## config.mk

```make
export PLATFORM = sky130hd
export DESIGN_NAME = chunked_serial_adder
export DESIGN_NICKNAME = d
export VERILOG_FILES = /design/src/rtl/chunked_serial_adder.sv
export SDC_FILE = /design/constraint.sdc
export NUM_CORES = 1
export LEC_CHECK = 0
export CAP_MARGIN = 20
export CORE_MARGIN = 2
export CORE_UTILIZATION = 35
export DETAILED_ROUTE_END_ITERATION = 7
export PLACE_DENSITY_LB_ADDON = 0.05
export SLEW_MARGIN = 5
export SYNTH_ARGS = -nofsm -noshare
export SYNTH_HDL_FRONTEND = slang
export SYNTH_SLANG_ARGS = --single-unit
```

## constraint.sdc

```tcl
create_clock -name clk -period 4.4 [get_ports clk]
set_clock_uncertainty 0.05 [all_clocks]
set_input_delay 0.44 -clock clk [delete_from_list [all_inputs] [get_ports clk]]
set_output_delay 0.44 -clock clk [all_outputs]
set_load 0.03 [all_outputs]
```

## src/rtl/chunked_serial_adder.sv

```systemverilog
// Sequential adder/subtractor: processes a WIDTH-bit operation CHUNK bits per clock,
// linking chunks through a registered carry, with valid/ready on both sides.
module chunked_serial_adder #(
  parameter int WIDTH = 16,
  parameter int CHUNK = 4
) (
  input  logic             clk,
  input  logic             rst_n,
  input  logic             start_valid,
  output logic             start_ready,
  input  logic [WIDTH-1:0] in1,
  input  logic [WIDTH-1:0] in2,
  input  logic             cin,
  input  logic             sub,
  output logic             out_valid,
  input  logic             out_ready,
  output logic [WIDTH-1:0] out,
  output logic             cout,
  output logic             ovf
);

  localparam int NCHUNK = WIDTH / CHUNK;
  localparam int CW     = (NCHUNK > 1) ? $clog2(NCHUNK) : 1;

  typedef enum logic [1:0] {
    IDLE = 2'd0,
    RUN  = 2'd1,
    DONE = 2'd2
  } state_t;

  state_t           state_r;
  state_t           state_s;
  logic [WIDTH-1:0] a_r;
  logic [WIDTH-1:0] b_r;
  logic [WIDTH-1:0] out_r;
  logic [CW-1:0]    cnt_r;
  logic             carry_r;
  logic             cout_r;
  logic             ovf_r;
  logic             start_ready_r;
  logic             out_valid_r;
  logic             accept_s;
  logic             last_s;
  logic [CHUNK:0]   sum_s;

  assign accept_s = start_valid && start_ready_r;
  assign last_s   = (cnt_r == CW'(NCHUNK - 1));

  // Operands shift right each RUN cycle, so the active chunk always sits in the low bits.
  always_comb begin
    sum_s = {1'b0, a_r[CHUNK-1:0]} + {1'b0, b_r[CHUNK-1:0]} + (CHUNK+1)'(carry_r);
  end

  // Next-state logic for the IDLE -> RUN -> DONE sequence.
  always_comb begin
    state_s = state_r;
    case (state_r)
      IDLE: begin
        if (start_valid) begin
          state_s = RUN;
        end else begin
          state_s = IDLE;
        end
      end
      RUN: begin
        if (last_s) begin
          state_s = DONE;
        end else begin
          state_s = RUN;
        end
      end
      DONE: begin
        if (out_ready) begin
          state_s = IDLE;
        end else begin
          state_s = DONE;
        end
      end
      default: state_s = IDLE;
    endcase
  end

  // State register plus registered handshake flags decoded from the next state.
  always_ff @(posedge clk or negedge rst_n) begin
    if (!rst_n) begin
      state_r       <= IDLE;
      start_ready_r <= 1'b1;
      out_valid_r   <= 1'b0;
    end else begin
      state_r       <= state_s;
      start_ready_r <= (state_s == IDLE);
      out_valid_r   <= (state_s == DONE);
    end
  end

  // Datapath: operand capture, per-chunk add, result assembly and final flags.
  always_ff @(posedge clk or negedge rst_n) begin
    if (!rst_n) begin
      a_r     <= '0;
      b_r     <= '0;
      out_r   <= '0;
      cnt_r   <= '0;
      carry_r <= 1'b0;
      cout_r  <= 1'b0;
      ovf_r   <= 1'b0;
    end else begin
      case (state_r)
        IDLE: begin
          if (accept_s) begin
            a_r     <= in1;
            b_r     <= sub ? ~in2 : in2;
            carry_r <= sub ? 1'b1 : cin;
            cnt_r   <= '0;
          end
        end
        RUN: begin
          a_r     <= a_r >> CHUNK;
          b_r     <= b_r >> CHUNK;
          // Result chunks enter at the top and settle into place after the last chunk.
          out_r   <= (out_r >> CHUNK) | (WIDTH'(sum_s[CHUNK-1:0]) << (WIDTH - CHUNK));
          carry_r <= sum_s[CHUNK];
          cnt_r   <= cnt_r + CW'(1);
          if (last_s) begin
            cout_r <= sum_s[CHUNK];
            ovf_r  <= (a_r[CHUNK-1] == b_r[CHUNK-1]) && (sum_s[CHUNK-1] != a_r[CHUNK-1]);
          end
        end
        default: begin
        end
      endcase
    end
  end

  assign start_ready = start_ready_r;
  assign out_valid   = out_valid_r;
  assign out         = out_r;
  assign cout        = cout_r;
  assign ovf         = ovf_r;

endmodule
```

==> run_results.csv <==
group,metric,value,unit
status,outcome,"finished, final reports clean",
critical_path,cp.required,4570,ps
sta,fmax,485.7,MHz
final_layout,n_antenna_cell,0,
routing,vias,2001,
clock_network,clock-sinks,57,
critical_path,cp_max_fo,28,
clock_network,postCtsSetupBuffers,0,
floorplanning,dieHeight,90.02,um
synthesis,netlist_area,2590,um^2
power,max-vdd-ir-drop,0.0002242,V
final_layout,post-route-util,46.67,%
floorplanning,start_util,35.90,%
power,powerDensity,746.4,nW/um^2
critical_path,worstReg2RegStart,"state_r[0]$_DFF_PN0_",
global_routing,grt_overflow,0,
synthesis,post-synth-top-count-cell,"dfrtp_1",
clock_network,clockBufferDepth,2,
routing,avgRoutedWirePerCell,13.14,um
global_routing,grt_util_all_layers,14.25,%
placed_design,dp.final_hpwl,3.477,mm
sta,fin_tns_setup,0,ps
critical_path,crit_path_end_kind,"register",
synthesis,ys_async_sr_fraction,100.0,%
routing,via_per_inst,4.822,
routing,postRouteAntennaNets,0,
routing,drcViolationCount,0,
critical_path,cp_cell_sequence,"nor2b_4, buf_4, nor2_4, a221o_1",
clock_network,cts_resized,0,
global_routing,grt_max_degree,58,
synthesis,synth_edf_count,0,
floorplanning,design.die.area,8104,um^2
worst_hold_path,hp-class,"input pin to asynchronous set/reset pin",
clock_network,cts.root.buffer_cell,"clkbuf_8",
synthesis,syn_area_per_cell,10.00,um^2
synthesis,synthTopCellsByCount,"dfrtp_1, nand2_1, nor2_1",
clock_network,clk_latency,330,ps
floorplanning,io_pins,58,
floorplanning,rows,31,
synthesis,synth_warnings,0,
synthesis,synthCells,259,
clock_network,numCtsBuffers,9,
synthesis,synth_cell_type_count,33,
synthesis,yosys-top-cells-area,"dfrtp_1, nand2_1, xnor2_1",
sta,fin_crit_sh,46.80,%
critical_path,slowest_delay,620,ps
sta,setup_viol_count_final,0,
synthesis,ys_ff_latch,57,
power,p_leak,1.492,nW
clock_network,cts_hold_buffers,0,
run,cap_violations,0,
sta,finalHoldViolations,0,
routing,finalWirelength,5.455,mm
critical_path,startpoint,"state_r[0]$_DFF_PN0_",
sta,maxSlewViolCount,0,
placed_design,io_buffers,57,
critical_path,crit_family,"simple AND/OR/NAND/NOR gates",
sta,min_period,2059,ps
clock_network,htreeDepth,3,
routing,drt_iter0_markers,104,
critical_path,critical_path.slowest_cell,"nor2b_4",
global_routing,grt_pass1_wl,9.259,mm
critical_path,crit_buf_inv,1,
routing,dr.pass1.iters,4,
clock_network,cts_tree,"yes",
final_layout,drive_above_1_share,6.646,%
critical_path,arrival,2230,ps
final_layout,areaGrowthSynthToFinish,30.00,%
sta,grt_setup_unrepaired,"false",
sta,hold_ws,193.9,ps
sta,relSlewSlack,38.80,%
synthesis,yosysTopAreaCell,"dfrtp_1",
floorplanning,core_area,7214,um^2
global_routing,grt_pass1_vias,1911,
critical_path,worstSetupStartpointType,"register",
synthesis,yosysTopAreaCellShare,54.11,%
global_routing,antenna_found_initial,0,
final_layout,nFillCells,735,
final_layout,num-nets-final,355,
synthesis,synth_flop_cell,"dfrtp_1",
placed_design,place_congestion,0.6862,
power,power,2.513,mW
floorplanning,fp.dieW,90.02,um
clock_network,cts.clk_slew.worst_paths,70,ps
critical_path,critPathKind,"register to register",
synthesis,synth_nets,303,
synthesis,yosysSeqAreaShare,55.12,%
sta,tightest_slew,915.1,ps
==> state kept, by name, indices dropped and copies added (netlist names) <==
register     cells
carry_r          1
out_valid        1
cout             1
cnt_r            2
ovf              1
a_r             16
b_r             16
start_ready      1
out             16
state_r          2
==> cell usage in the layout, fill, tap and decap left out, drive strengths merged, types with 2 or more instances in the layout <==
cell type / count
a21oi: 6
a221o: 12
a22o: 2
buf: 4
clkbuf: 12
clkdlybuf4s50: 56
clkinv: 4
dfrtp: 56
fa: 2
ha: 4
inv: 2
nand2: 54
nand2b: 3
nand3: 13
nor2: 26
nor3: 11
o21ai: 8
o22ai: 12
xnor2: 17
==> path summary, 6_finish.rpt <==
path / end / slack [ps] / cells after the start
worst max-delay path: b_r[10]$_DFFE_PN0P_ / 2340 / 4
worst min-delay path: out[7]$_DFFE_PN0N_ / 190 / 2
worst max register to register: b_r[10]$_DFFE_PN0P_ / 2340 / 4
worst min register to register: out[1]$_DFFE_PN0N_ / 420 / 2
max in group asynchronous: a_r[14]$_DFFE_PN0P_ / 3620 / 2
min in group clk: out[1]$_DFFE_PN0N_ / 420 / 2
==> final cells by class <==
| cell class | instances | area (um^2) | share of cell area, % |
|---|---|---|---|
| multi-input combinational | 181 | 1065 | 31.62 |
| inverter | 2 | 7.507 | 0.2230 |
| clock buffer | 12 | 135.1 | 4.013 |
| sequential | 57 | 1428 | 42.40 |
| timing repair buffer | 60 | 588.1 | 17.47 |
| tap | 99 | 123.9 | 3.679 |
| clock inverter | 4 | 20.02 | 0.5946 |
==> metrics by stage <==
step	setup WS (ps)	area, um^2	std cells
3_5_place_dp	2091	3212	399
5_1_grt	2186	3367	415
6_report	2341	3367	415
2_1_floorplan	2580	2590	259
4_1_cts	2344	3367	415
3_3_place_gp	2102	3212	399
==> routing by layer <==
| metal | part of all wire, % | global-route usage, % | vias up | routed length, um |
|---|---|---|---|---|
| li1 | - | - | 999 | - |
| met1 | 49 | 19.78 | 943 | 2695 |
| met2 | 44 | 20.86 | 49 | 2396 |
| met3 | 4.7 | 3.269 | 10 | 255 |
| met4 | 2.0 | 7.308 | 0 | 108 |
| met5 | 0 | 0 | - | 0 |
==> cells by family (layout without fill, tap and decap cells) <==
logic type	count (synthesis)	count (layout)	synth area share, %
xor gates and xnor gates	17	17	5.749
AOI/OAI and AO/OA	45	45	12.37
and+or+nand+nor	113	113	19.13
buffers and inverters	21	78	4.154
DFF	57	57	55.12
adders and majority gates	6	6	3.478
==> worst reg2reg max path: cells and delay by family (launching register included) <==
family          cells  cell delay, ps
compound gates      1             340
flops               1             460
buf+inv             1             360
simple gates        2             750
==> power breakdown <==
group | switching (mW) | internal (mW) | leakage (nW)
sequential | 0.155 | 0.764 | 0.719
clock | 0.202 | 0.201 | 0.0839
combinational | 0.696 | 0.495 | 0.689
total | 1.05 | 1.46 | 1.49
(Power assumes the default switching activity.)
